===== config.mk =====
export PLATFORM = sky130hd
export DESIGN_NAME = counter_up_dwn_mod_flat
export DESIGN_NICKNAME = d
export VERILOG_FILES = /design/src/rtl/counter_pkg.sv /design/src/rtl/counter_if.sv /design/src/rtl/counter_up_dwn_mod.sv /design/src/flat_wrapper.sv
export SDC_FILE = /design/constraint.sdc
export NUM_CORES = 1
export LEC_CHECK = 0
export BUFFER_PORTS_ARGS = -buffer_cell sky130_fd_sc_hd__buf_4
export CAP_MARGIN = 20
export CORE_UTILIZATION = 35
export DETAILED_ROUTE_END_ITERATION = 7
export GPL_ROUTABILITY_DRIVEN = 1
export GPL_TIMING_DRIVEN = 0
export PLACE_DENSITY = 0.69
export SLEW_MARGIN = 5
export SYNTH_ARGS = -nofsm -noshare
export SYNTH_HDL_FRONTEND = slang
export SYNTH_SLANG_ARGS = --single-unit

===== constraint.sdc =====
create_clock -name clk -period 2.2 [get_ports clk]
set_input_delay 0.55 -clock clk [delete_from_list [all_inputs] [get_ports clk]]
set_output_delay 0.55 -clock clk [all_outputs]
set_load 0.02 [all_outputs]

===== src/rtl/counter_pkg.sv =====
// Shared types for the up/down counter block.
//   mode_e      : boundary behaviour selector (2'b11 is reserved and decodes as WRAP)
//   cnt_state_e : RUN while counting, HALT after a ONESHOT boundary
package counter_pkg;

  typedef enum logic [1:0] {
    MODE_WRAP    = 2'b00,
    MODE_SAT     = 2'b01,
    MODE_ONESHOT = 2'b10
  } mode_e;

  typedef enum logic {
    ST_RUN,
    ST_HALT
  } cnt_state_e;

endpackage


===== src/rtl/counter_if.sv =====
// Bus bundle between the counter and whoever drives it.
//   master : drives en, load, data, up_dwn, limit, mode; observes out, tc, halted
//   slave  : the counter side (mirror of master)
interface counter_if #(
  parameter int WIDTH = 8
);
  logic             en;
  logic             load;
  logic [WIDTH-1:0] data;
  logic             up_dwn;
  logic [WIDTH-1:0] limit;
  logic [1:0]       mode;
  logic [WIDTH-1:0] out;
  logic             tc;
  logic             halted;

  modport master (
    output en, load, data, up_dwn, limit, mode,
    input  out, tc, halted
  );

  modport slave (
    input  en, load, data, up_dwn, limit, mode,
    output out, tc, halted
  );
endinterface


===== src/rtl/counter_up_dwn_mod.sv =====
// Parametrised up/down counter over 0..limit with wrap / saturate / one-shot
// boundary handling, a registered terminal-count pulse and a halted flag.
// Ports:
//   clk    : rising-edge clock
//   reset  : asynchronous active-low reset
//   bus    : counter_if.slave (en, load, data, up_dwn, limit, mode in;
//            out, tc, halted out). All outputs are registered.
module counter_up_dwn_mod
  import counter_pkg::*;
#(
  parameter int WIDTH = 8
) (
  input  logic       clk,
  input  logic       reset,
  counter_if.slave   bus
);

  logic [WIDTH-1:0] out_q, out_d;
  logic             tc_q, tc_d;
  cnt_state_e       state_q, state_d;

  // At the terminal value for the current direction.
  logic at_term;
  assign at_term = bus.up_dwn ? (out_q == bus.limit) : (out_q == '0);

  // State/data registers.
  always_ff @(posedge clk or negedge reset) begin
    if (!reset) begin
      out_q   <= '0;
      tc_q    <= 1'b0;
      state_q <= ST_RUN;
    end else begin
      out_q   <= out_d;
      tc_q    <= tc_d;
      state_q <= state_d;
    end
  end

  // Next-state: load > enabled step in RUN > hold.
  always_comb begin
    out_d   = out_q;
    tc_d    = 1'b0;
    state_d = state_q;
    if (bus.load) begin
      out_d   = (bus.data > bus.limit) ? bus.limit : bus.data;
      state_d = ST_RUN;
    end else if (bus.en && state_q == ST_RUN) begin
      if (out_q > bus.limit) begin
        // limit was lowered under us: snap to it without a boundary event
        out_d = bus.limit;
      end else if (at_term) begin
        tc_d = 1'b1;
        case (bus.mode)
          MODE_SAT:     out_d = out_q;
          MODE_ONESHOT: state_d = ST_HALT;
          default:      out_d = bus.up_dwn ? '0 : bus.limit; // WRAP and reserved
        endcase
      end else begin
        out_d = bus.up_dwn ? out_q + WIDTH'(1) : out_q - WIDTH'(1);
      end
    end
  end

  // Outputs.
  always_comb begin
    bus.out    = out_q;
    bus.tc     = tc_q;
    bus.halted = (state_q == ST_HALT);
  end

endmodule

===== src/flat_wrapper.sv =====
// flat-port wrapper written by rule: the top's interface ports become plain ports
module counter_up_dwn_mod_flat import counter_pkg::*;
#(
  parameter int WIDTH = 8
)
  (clk, reset, bus_en, bus_load, bus_data, bus_up_dwn, bus_limit, bus_mode, bus_out, bus_tc, bus_halted);
  counter_if #(.WIDTH(WIDTH)) bus_i ();
  input  logic clk;
  input  logic reset;
  input wire logic [$bits(bus_i.en)-1:0] bus_en;
  input wire logic [$bits(bus_i.load)-1:0] bus_load;
  input wire logic [$bits(bus_i.data)-1:0] bus_data;
  input wire logic [$bits(bus_i.up_dwn)-1:0] bus_up_dwn;
  input wire logic [$bits(bus_i.limit)-1:0] bus_limit;
  input wire logic [$bits(bus_i.mode)-1:0] bus_mode;
  output wire logic [$bits(bus_i.out)-1:0] bus_out;
  output wire logic [$bits(bus_i.tc)-1:0] bus_tc;
  output wire logic [$bits(bus_i.halted)-1:0] bus_halted;
  assign bus_i.en = bus_en;
  assign bus_i.load = bus_load;
  assign bus_i.data = bus_data;
  assign bus_i.up_dwn = bus_up_dwn;
  assign bus_i.limit = bus_limit;
  assign bus_i.mode = bus_mode;
  assign bus_out = bus_i.out;
  assign bus_tc = bus_i.tc;
  assign bus_halted = bus_i.halted;
  counter_up_dwn_mod #(.WIDTH(WIDTH)) u_core (.clk(clk), .reset(reset), .bus(bus_i));
endmodule

==> impl_metrics.toml, run 1 <==
[global_route]
grt_pass1_vias = 1571
grt_overflow = 0
grt_util_all_layers_pct = 22.1
antenna_found_initial = 0
grt_pass1_wl_um = 7090
grt_max_degree = 11

[placed_design]
post_dp_cell_area_mm2 = 0.00190
dp_hpwl_um = 3330
placed_cells = 243
globalplace.congestion = 0.825
place_ws_ps = -449
portBuffers = 32

[die]
num_io_pins = 33
initial_core_util_pct = 37.1
rows = 22
core_mm2 = 0.00372
dieArea_mm2 = 0.00420
die_h_um = 64.8
die_w_um = 64.8

[final_layout]
drive_gt1_share_pct = 57.5
final_core_util_pct = 62.6
fill_cells = 295
finalInstanceArea_mm2 = 0.00232
area_growth_pct = 68.4
fin_cells = 269
register_area_um2 = 260
nets = 269
multi_input_area_mm2 = 0.00138
antennaDiodeCount = 0

[drt]
drtAntennaViolNets = 0
drcViolationCount = 0
finalWirelength_um = 4700
via_count = 1589
post_drt_wl_per_cell_um = 17.5
drt_iter0_markers = 81
routed_via_density = 5.91
drtPass1Iterations = 4

[power]
ir_worst_vdd_mv = 0.413
power_leakage_nw = 0.999
finalPower_mw = 1.95
powerDensity_mw_per_mm2 = 837

[synth]
synth_area_per_cell_um2 = 8.47
synthCells = 163
synth.most_common_cell = "ha_1"
synthesis.area_mm2 = 0.00138
synth_ff_type = "dfrtp_1"
synth_top_area_share_pct = 20.9
ys_seq_elements = 10
synth_edf_count = 0
synth_area_leaders = "ha_1 21%, dfrtp_1 18%, o311a_1 5.8%"
yosysWarnings = 0
ys_async_sr_fraction_pct = 100
syn_nets = 210
ys_types = 39
ys_seq_area_share_pct = 18.1
synth_top_cell_by_area = "ha_1"
synth.top_cells.by_count = "23 x ha_1, 14 x inv_1, 13 x nand2_1"

[timing]
final.period_utilization_pct = 106
max_slew_margin_pct = 56.4
clock_skew_ps = 4.25
finalSetupTns_ps = -437
setup_violations = 8
setup_ws_ps = -121
worstMarginPinSlew_ps = 654
hold_violations = 0
drv_slew = 0
fmax_mhz = 431
finalCriticalPeriod_ps = 2320
hold_slack_ps = 130
rsz0062_at_grt = "yes"

[worst_setup_path]
start_kind = "flip-flop"
reg2reg_from = "u_core.bus.out[4]"
end_kind = "flip-flop"
cp.depth = 8
slowest_stage = "dfrtp_2"
cpPeakStageDelay_ps = 450
path_common_cell = "buf_4"
critical-path-top-delay-family = "compound AO/OA/AOI/OAI gates"
r2r_slack_ps = -120
critPathKind = "flip-flop to flip-flop"
rr_worst_depth = 8
crit_chain = "ha_4, nand4_1, buf_4, a211oi_4, o41ai_4, buf_4, buf_4, o31ai_2"
cp.buffers_inverters = 3
worstPathMaxFanout = 5
r2r-end = "u_core.bus.out[4]"
arrival_ps = 2450
critical_path_required_ps = 2330

[cts]
clk-insertion-delay-late_ps = 240
cts.sinks = 10
cts_tree = "built"
numCtsBuffers = 3
clkTransAtPathRegs_ps = 50
htree_levels = 1
cts_root_buf = "clkbuf_8"
clockBufferDepth = 2
cts_hold_buf = 0

[run_status]
status = "complete, but fails checks"
violations = "setup timing"

[worst_hold_path]
hold_class = "primary input to asynchronous set/reset pin"

[run]
cap_violations = 0
-- routing by layer --
| metal | track usage [%] | part of all wire [%] | vias to the layer above |
|---|---|---|---|
| li1 | - | - | 752 |
| met1 | 25.9 | 41 | 775 |
| met2 | 39.8 | 51 | 50 |
| met3 | 4.75 | 4.6 | 12 |
| met4 | 5.83 | 2.8 | 0 |
| met5 | 0 | 0 | - |
-- worst reg2reg max path, delay by kind of cell (launching register included) --
| kind | cells | cell delay (ps) |
|---|---|---|
| flip-flops | 1 | 450 |
| AO/OA/AOI/OAI | 3 | 790 |
| AND/OR/NAND/NOR | 1 | 170 |
| adder cells (fa/ha/maj) | 1 | 280 |
| buffers and inverters | 3 | 530 |
-- worst max-delay path by stage --
stage / start / endpoint / slack, ps
floorplan: bus_limit[7] / u_core.bus.out[7] / -20
global placement: bus_limit[7] / u_core.bus.out[7] / -390
detailed placement: bus_limit[7] / u_core.bus.out[5] / -450
CTS: u_core.bus.out[5] / u_core.bus.out[0] / -60
global route: u_core.bus.out[3] / u_core.bus.out[4] / -190
finish: u_core.bus.out[4] / u_core.bus.out[4] / -120
-- registers in the layout (all words and copies together) (netlist names) --
register           flops
u_core.bus.halted      1
u_core.bus.out         8
u_core.bus.tc          1
-- layout make-up --
type,instances,share of cell area [%]
inverters,14,3.28
flip-flops and latches,10,11.2
clock buffers,4,2.37
repair buffers,56,19.4
well taps,48,2.58
plain buffers,5,1.72
multi-input cells,132,59.4
-- repair_timing --
item                                    CTS  global route
gates resized for setup                  20            22
endpoints found under the setup margin    8             8
cloned                                    1             0
setup buffers                            13            10
pin swaps                                10            12
-- logic make-up after synthesis --
family	after synthesis	share of synthesized area (%)
AO/OA/AOI/OAI	60	33.5
XOR/XNOR	4	2.54
adder cells (fa/ha/maj)	24	22.3
buffers and inverters	21	6.26
flip-flops	10	18.1
AND/OR/NAND/NOR	44	17.3
-- where the power goes --
group | internal [mW] | switching (mW)
sequential | 0.240 | 0.0814
clock | 0.158 | 0.0751
combinational | 0.684 | 0.707
total | 1.08 | 0.863
-- cells in the final DEF, fill, tap and decap left out, drive strengths merged --
master	count
nor2b	2
o31ai	8
o41ai	1
nor4	2
clkbuf	8
or3	3
o21ai	10
buf	57
a21boi	1
ha	23
or4	1
clkinvlp	1
nor2	7
a311o	1
nand4b	1
o311a	8
nand2	13
xor2	3
nand3	3
a21oi	10
fa	1
a221o	1
xnor2	1
inv	13
o211ai	2
nand4	2
a211oi	3
or2	2
dfrtp	10
and3	3
a41oi	1
nand2b	2
nor3	2
nand3b	1
a21o	6
a221oi	8
(Power assumes the default switching activity.)
==> run 2, diff against run 1 <==
Clock period 2.2 ns to 2.1 ns, I/O delays scaled along.
==> run 2 against run 1 <==
Net effect: hold slack worse by 17 ps; die area unchanged; the run still ends with setup timing left; utilization is 0.81 points higher; count of clock-buffer cells in the layout is the same; wire length grew 1.7%; non-clock buffer count increased by 1; largest power group unchanged; clock power grew 3%; final area is 1.3% higher; highest routed layer unchanged.
==> impl_metrics.toml, run 2 (synthesis results as in run 1) <==
[run_status]
status = "complete, but fails checks"
violations = "setup timing"

[drt]
drtAntennaViolNets = 0
finalWirelength_um = 4780
routed_via_density = 5.89
via_count = 1589
drcViolationCount = 0
drt_iter0_markers = 63
drtPass1Iterations = 4
post_drt_wl_per_cell_um = 17.7

[die]
dieArea_mm2 = 0.00420
rows = 22
core_mm2 = 0.00372
die_h_um = 64.8
num_io_pins = 33
die_w_um = 64.8
initial_core_util_pct = 37.1

[power]
ir_worst_vdd_mv = 0.393
powerDensity_mw_per_mm2 = 884
power_leakage_nw = 1.01
finalPower_mw = 2.08

[placed_design]
post_dp_cell_area_mm2 = 0.00190
globalplace.congestion = 0.829
dp_hpwl_um = 3340
portBuffers = 32
place_ws_ps = -537

[worst_setup_path]
start_kind = "primary input"
worstPathMaxFanout = 10
reg2reg_from = "u_core.bus.out[6]"
arrival_ps = 2330
critPathKind = "primary input to flip-flop"
critical_path_required_ps = 2230
r2r_slack_ps = -100
critPathLaunch = "bus_limit[5]"
r2r-end = "u_core.bus.out[1]"
end_kind = "flip-flop"
rr_worst_depth = 9

[timing]
hold_violations = 0
finalCriticalPeriod_ps = 2200
finalSetupTns_ps = -606
worstMarginPinSlew_ps = 739
fmax_mhz = 454
max_slew_margin_pct = 50.7
rsz0062_at_grt = "yes"
hold_slack_ps = 112
setup_violations = 8
final.period_utilization_pct = 105
clock_skew_ps = 2.57
drv_slew = 0
setup_ws_ps = -104

[cts]
cts_hold_buf = 0
numCtsBuffers = 3
clockBufferDepth = 2
clkTransAtPathRegs_ps = 50
cts_root_buf = "clkbuf_8"
cts.sinks = 10
cts_tree = "built"
clk-insertion-delay-late_ps = 240
htree_levels = 1

[worst_hold_path]
hold_class = "primary input to asynchronous set/reset pin"

[final_layout]
multi_input_area_mm2 = 0.00139
antennaDiodeCount = 0
final_cell_mix = "53 x buf_4, 14 x ha_4, 13 x nand2_1"
mostFrequentLayoutCell = "buf_4"
drive_gt1_share_pct = 56.3
fill_cells = 296
finalInstanceArea_mm2 = 0.00235
area_growth_pct = 70.6
register_area_um2 = 260
largest_register_ffs = 8
nets = 270

[global_route]
grt_overflow = 0
grt_pass1_wl_um = 7190
grt_max_degree = 11
antenna_found_initial = 0
grt_pass1_vias = 1547
grt_util_all_layers_pct = 22.1

[run]
cap_violations = 0
## run 2: cell types whose count changed in the layout (fill, tap and decap cells not counted), sizes merged
cell / delta
buf: +1
## run 2: timing repair
item                                    4_1_cts  5_1_grt
gates resized for setup                      13       29
buffers inserted                             10       14
endpoints found under the setup margin        8        9
pin swaps                                     9       21
cloned                                        0        1
## run 2: where the power goes
group | internal [mW] | total [mW] | switching (mW)
registers | 0.252 | 0.327 | 0.0754
clock network | 0.165 | 0.241 | 0.0759
logic | 0.745 | 1.51 | 0.768
total | 1.16 | 2.08 | 0.919
## run 2: area by class of cell
class                   count  share of cell area, %
repair buffers             57                   19.8
multi-input cells         132                   59.0
inverters                  14                   3.56
well taps                  48                   2.55
plain buffers               5                   1.75
clock buffers               4                   2.34
flip-flops and latches     10                   11.1
## run 2: critical path, cell delays in order
cell and delay (ps):
buf_4 110, inv_4 50, ha_4 250, nand4_1 190, nor2_4 230, a21oi_4 60, buf_4 150, o41ai_4 390
buf_6 200, nand2_1 80, o31ai_1 80
## run 2: worst max path at each step
stage,cells past startpoint,endpoint
2_1_floorplan,9,u_core.bus.out[7]
3_3_place_gp,9,u_core.bus.out[3]
3_5_place_dp,9,u_core.bus.out[6]
4_1_cts,8,u_core.bus.out[2]
5_1_grt,6,u_core.bus.out[1]
6_report,11,u_core.bus.out[1]
## run 2: per-stage QoR
stage,utilization (%),instances
floorplan,-,163
global placement,51.1,243
detailed placement,51.1,243
CTS,55.6,256
global route,63.4,270
finish,63.4,270
## run 2: per-layer routing
| layer | part of all wire, % | global-route usage [%] | vias to the layer above |
|---|---|---|---|
| met5 | 0 | 0 | - |
| met4 | 0.48 | 2.22 | 0 |
| met3 | 3.8 | 3.70 | 2 |
| met2 | 55 | 42.6 | 35 |
| met1 | 41 | 25.7 | 795 |
| li1 | - | - | 757 |
